[src/rtl/sysref_distributor.sv]
// Purpose : synchronise PL SYSREF, gate it by mode (off/continuous/one-shot), fan out per channel with delay/enable, monitor period.
// Latency : SYNC_STAGES + 2 + ch_delay[i] master_clock edges from pl_sysref to user_sysref[i].
// Backpressure: none; SYSREF is a free-running strobe, every cycle is sampled and forwarded.
module sysref_distributor #(
  parameter int NUM_CH      = 2,
  parameter int SYNC_STAGES = 2,
  parameter int DELAY_W     = 4,
  parameter int PERIOD_W    = 16,
  parameter int LOCK_N      = 4
) (
  input  logic                        master_clock,
  input  logic                        rst_n,
  input  logic                        pl_sysref,
  input  logic [1:0]                  mode,
  input  logic                        arm,
  input  logic [NUM_CH-1:0]           ch_enable,
  input  logic [NUM_CH*DELAY_W-1:0]   ch_delay,
  input  logic                        err_clr,
  output logic [NUM_CH-1:0]           user_sysref,
  output logic                        armed,
  output logic [PERIOD_W-1:0]         sysref_period,
  output logic                        period_valid,
  output logic                        locked,
  output logic                        period_err
);

  localparam int DEPTH   = 2 ** DELAY_W;
  localparam int MATCH_W = $clog2(LOCK_N + 1);
  localparam logic [MATCH_W-1:0] LOCK_CNT = MATCH_W'(LOCK_N);

  typedef enum logic [1:0] {IDLE, ARMED, PASS, DONE} state_t;

  logic [SYNC_STAGES-1:0] sync_q;
  logic [SYNC_STAGES-1:0] fill_q;
  logic                   s;
  logic                   prev;
  logic                   primed;
  logic                   rise;
  logic                   g;
  state_t                 state;
  logic [DEPTH-1:0]       shreg;
  logic [PERIOD_W-1:0]    cnt;
  logic                   cnt_sat;
  logic                   started;
  logic [MATCH_W-1:0]     match;
  logic [MATCH_W-1:0]     match_nxt;
  logic                   err_set;

  assign s = sync_q[SYNC_STAGES-1];

  // A level still high when reset releases must not count as an edge:
  // primed only sets once the filled synchroniser has shown a low.
  assign rise = s & ~prev & primed;

  // Synchroniser, edge-detect history and post-reset priming.
  always_ff @(posedge master_clock or negedge rst_n) begin
    if (!rst_n) begin
      sync_q <= '0;
      fill_q <= '0;
      prev   <= 1'b0;
      primed <= 1'b0;
    end else begin
      sync_q <= {sync_q[SYNC_STAGES-2:0], pl_sysref};
      fill_q <= {fill_q[SYNC_STAGES-2:0], 1'b1};
      prev   <= s;
      if (fill_q[SYNC_STAGES-1] && !s) primed <= 1'b1;
    end
  end

  // Mode gate; one-shot passes from the qualifying edge to the end of that pulse.
  always_comb begin
    g = 1'b0;
    case (mode)
      2'd1: g = s & primed;
      2'd2: begin
        if (state == ARMED)     g = rise;
        else if (state == PASS) g = s & primed;
        else                    g = 1'b0;
      end
      default: g = 1'b0;
    endcase
  end

  // One-shot FSM with registered armed flag.
  always_ff @(posedge master_clock or negedge rst_n) begin
    if (!rst_n) begin
      state <= IDLE;
      armed <= 1'b0;
    end else if (mode != 2'd2) begin
      state <= IDLE;
      armed <= 1'b0;
    end else begin
      case (state)
        IDLE, DONE: begin
          if (arm) begin
            state <= ARMED;
            armed <= 1'b1;
          end
        end
        ARMED: begin
          if (rise) begin
            state <= PASS;
            armed <= 1'b0;
          end
        end
        PASS: begin
          if (!s) state <= DONE;
        end
        default: begin
          state <= IDLE;
          armed <= 1'b0;
        end
      endcase
    end
  end

  // Shared delay line; each channel taps its own stage.
  always_ff @(posedge master_clock or negedge rst_n) begin
    if (!rst_n) shreg <= '0;
    else        shreg <= {shreg[DEPTH-2:0], g};
  end

  // Per-channel registered output with enable.
  always_ff @(posedge master_clock or negedge rst_n) begin
    if (!rst_n) begin
      user_sysref <= '0;
    end else begin
      for (int i = 0; i < NUM_CH; i++) begin
        user_sysref[i] <= ch_enable[i] & shreg[ch_delay[i*DELAY_W +: DELAY_W]];
      end
    end
  end

  assign cnt_sat = &cnt;

  // Saturating match increment and sticky-error set condition.
  always_comb begin
    match_nxt = (match == LOCK_CNT) ? LOCK_CNT : match + 1'b1;
    err_set   = 1'b0;
    if (rise && started && period_valid) begin
      if (cnt_sat)                     err_set = 1'b1;
      else if (cnt != sysref_period)   err_set = 1'b1;
    end
  end

  // Period counter, measurement, lock tracking and sticky error.
  always_ff @(posedge master_clock or negedge rst_n) begin
    if (!rst_n) begin
      cnt           <= '0;
      started       <= 1'b0;
      match         <= '0;
      sysref_period <= '0;
      period_valid  <= 1'b0;
      locked        <= 1'b0;
      period_err    <= 1'b0;
    end else begin
      if (rise)          cnt <= {{(PERIOD_W-1){1'b0}}, 1'b1};
      else if (!cnt_sat) cnt <= cnt + 1'b1;

      if (rise) begin
        if (!started) begin
          // First edge after reset only opens the measurement window.
          started <= 1'b1;
        end else if (cnt_sat) begin
          locked <= 1'b0;
          match  <= '0;
        end else if (!period_valid) begin
          sysref_period <= cnt;
          period_valid  <= 1'b1;
        end else if (cnt == sysref_period) begin
          match  <= match_nxt;
          locked <= (match_nxt == LOCK_CNT);
        end else begin
          sysref_period <= cnt;
          match         <= '0;
          locked        <= 1'b0;
        end
      end

      if (err_set)      period_err <= 1'b1;
      else if (err_clr) period_err <= 1'b0;
    end
  end

endmodule
[config.mk]
export PLATFORM = sky130hd
export DESIGN_NAME = sysref_distributor
export DESIGN_NICKNAME = d
export VERILOG_FILES = /design/src/rtl/sysref_distributor.sv
export SDC_FILE = /design/constraint.sdc
export NUM_CORES = 1
export LEC_CHECK = 0
export ABC_AREA = 1
export CAP_MARGIN = 25
export CORE_MARGIN = 4
export CORE_UTILIZATION = 55
export DETAILED_ROUTE_END_ITERATION = 16
export PLACE_DENSITY = 0.78
export SYNTH_ARGS = -nofsm -noshare
export SYNTH_HDL_FRONTEND = slang
export SYNTH_SLANG_ARGS = --single-unit
[constraint.sdc]
create_clock -name master_clock -period 2.4 [get_ports master_clock]
set_input_delay 0.24 -clock master_clock [delete_from_list [all_inputs] [get_ports master_clock]]
set_output_delay 0.24 -clock master_clock [all_outputs]
set_load 0.01 [all_outputs]
==> reports/qor.txt <==
Drt drc -> 0
DIE AREA -> 7850 sq um
Flip-flop and latch area -> 1650 sq um
Endpoints failing setup -> 0
Chip width -> 88.6 um
Pwr Total -> 3.05 mW
Clk_skew -> 0.00856 ns
Relative slew slack -> 0.598
H-tree depth -> 3
Final min period -> 1.89 ns
DR pass1 iterations -> 5
Predominant post-synthesis flop cell -> dfrtp_1
Post-CTS setup buffers -> 0
Max VDD drop -> 0.545 mV
Fillcell total -> 544
Critical Path Sink -> sysref_period[10]
Worst-path clk slew -> 0.07 ns
Yosys reg bits -> 66
Final WL -> 7580 um
Die height -> 88.6 um
Root Buffer -> clkbuf_8
Top-area cell type share of the netlist area -> 0.462
Unique cell type count in the Yosys netlist -> 35
Post-Syn Area -> 3570 sq um
Crit start category -> flip-flop
PortBufs -> 38
RSZ-0062 raised after global routing -> false
CP Capture Type -> flip-flop
IO Pins -> 39
Worst skew pair latency -> 0.34 ns
CTS tree -> done
Hold WS -> 0.335 ns
Total Negative Setup Slacks -> 0 ns
Share of cells above drive strength 1 -> 0.0810
Initial antenna violation count -> 0
R2r endpoint -> sysref_period[10]
Worst Path Arrival -> 2.11 ns
First-pass GRT wire length -> 13100 um
Initial Utilization -> 0.566
Row cnt -> 29
Period utilization -> 0.787
Final Core Density -> 0.663
Layout Area Growth over Synthesis -> 17.2%
Min-Delay Path Class -> primary input to flip-flop
Grt total ovfl -> 0
Synth warn -> 0
Mean post-synth cell area -> 7.67 sq um
Multi-input gate area -> 1550 sq um
Cell count after placement -> 566
Post-route ant nets -> 0
Cell count after synthesis -> 466
CTS Buf Count -> 9
Type of the worst setup path -> flip-flop to flip-flop
Clock Sinks -> 66
Dpl ws -> 0.548 ns
Worst-Margin Slew -> 0.604 ns
Vias in the first global route -> 2992
Gr usage total -> 0.216
Cells on worst reg2reg path -> 11
Worst Path Max Fanout -> 17
Slew Viols, Final -> 0
Status -> complete, no violations
LEAKAGE -> 2.11 nW
Ys async rst share -> 1.00
Final Non-Filler Cells -> 583
EDFF count, synth -> 0
Routed wire per std cell -> 13.0 um
DR iter-0 viols -> 176
Commonest non-fill, non-tap cells in the layout -> 138 x nand2_1, 66 x dfrtp_1, 63 x inv_1, 41 x nand3_1, 37 x clkdlybuf4s50_1
Worst R2R Start -> cnt[0]
Crit-path slowest cell -> dfrtp_1
Maxcap violations -> 0
PD cells -> 729 nW/um^2
Final Hold Fails -> 0
Syn Nets -> 490
Dpl hpwl -> 5650 um
Final WS setup -> 0.512 ns
Core Area -> 6310 sq um
Crit. Startpoint -> cnt[0]
DP Area -> 3970 sq um
Critical Path RT -> 2.62 ns
Cell taking the most area after synthesis -> dfrtp_1
Routability cong. -> 0.844
Pin count of the biggest net entering global routing -> 31
Crit path largest cell delay -> 0.46 ns
Synth top area cells -> dfrtp_1 46%, nand2_1 14%, inv_1 6.6%
Fmax -> 530 MHz
Clock Path Buffers -> 2
Design area -> 4190 sq um
# diodes -> 0
Sequential fraction of the synthesis area -> 0.462
Final nets -> 525
Most common cell after layout, fill and taps aside -> nand2_1
Vias per std cell -> 5.32
Routed via count -> 3104
Worst path cell trace -> ha_1, nand3_1, inv_1, nand2_2, inv_2, nand2_4, inv_4, nor2_8, nand2_4, nand2_1, nand2_1
Reg2reg setup slack -> 0.51 ns
## where the power goes
part	total (mW)	switching (mW)	internal (mW)
combinational	0.774	0.465	0.308
clock	0.946	0.411	0.535
sequential	1.33	0.115	1.22
## registers in the layout, summed over array words and instances (netlist names)
signal / count
locked: 1
started: 1
primed: 1
period_valid: 1
period_err: 1
prev: 1
state: 2
fill_q: 2
sync_q: 2
user_sysref: 2
match: 3
shreg: 16
sysref_period: 16
armed: 1
cnt: 16
## kinds of logic after synthesis
group / after synthesis / synth area share
AO/OA/AOI/OAI: 56 / 0.0886
XOR/XNOR: 6 / 0.0147
adder cells (fa/ha/maj): 7 / 0.0245
buffers and inverters: 89 / 0.104
flip-flops: 66 / 0.462
other: 1 / 0.00105
AND/OR/NAND/NOR: 241 / 0.305
## routing by layer
layer / vias to the layer above / routed length [um] / global-route usage
met3: 13 / 365 / 0.0577
li1: 1552 / - / -
met1: 1452 / 3380 / 0.266
met5: - / 0 / 0
met2: 87 / 3700 / 0.366
met4: 0 / 131 / 0.0783
## final cells by class
cell class | instances | share of cell area
clock buffers | 12 | 0.0370
clock inverters | 4 | 0.0119
inverters | 72 | 0.0651
multi-input cells | 311 | 0.370
flip-flops and latches | 66 | 0.394
well taps | 77 | 0.0230
repair buffers | 41 | 0.0986
## cell usage after synthesis (2+ instances only)
library cell	count
or2_2	3
buf_2	3
nand4_1	11
nand2_1	138
a21boi_1	2
ha_1	7
buf_4	4
nor2_4	2
clkbuf_1	7
dfrtp_1	66
a31oi_1	4
nand2_4	2
xnor2_1	2
nand2_2	2
inv_2	8
nor3_1	9
nand3_1	41
nor2_1	24
nor2_2	3
nand3b_1	4
xor2_1	4
buf_6	2
a21oi_1	16
o211ai_1	6
o21ai_0	24
inv_1	63
## critical path, delay by kind of cell (launching register included)
kind	cells	cell delay [ns]
adders and majority gates	1	0.27
buffers and inverters	3	0.21
DFF	1	0.46
and+or+nand+nor	7	0.82
## how the worst min path moves through the flow
stage,from,to,slack [ns],cells after the start
after floorplan,rst_n,armed,-0.06,0
after global placement,rst_n,sysref_period[15],0.28,1
after detailed placement,rst_n,sysref_period[13],0.29,1
after CTS,pl_sysref,sync_q[0],0.32,1
after global routing,pl_sysref,sync_q[0],0.33,1
final,pl_sysref,sync_q[0],0.33,1
## what timing repair did
item                      CTS  global route
hold endpoints to repair   25             0
gates resized for setup     0             0
hold buffers                1             0
Note: power is estimated with default switching activity, not from simulation.
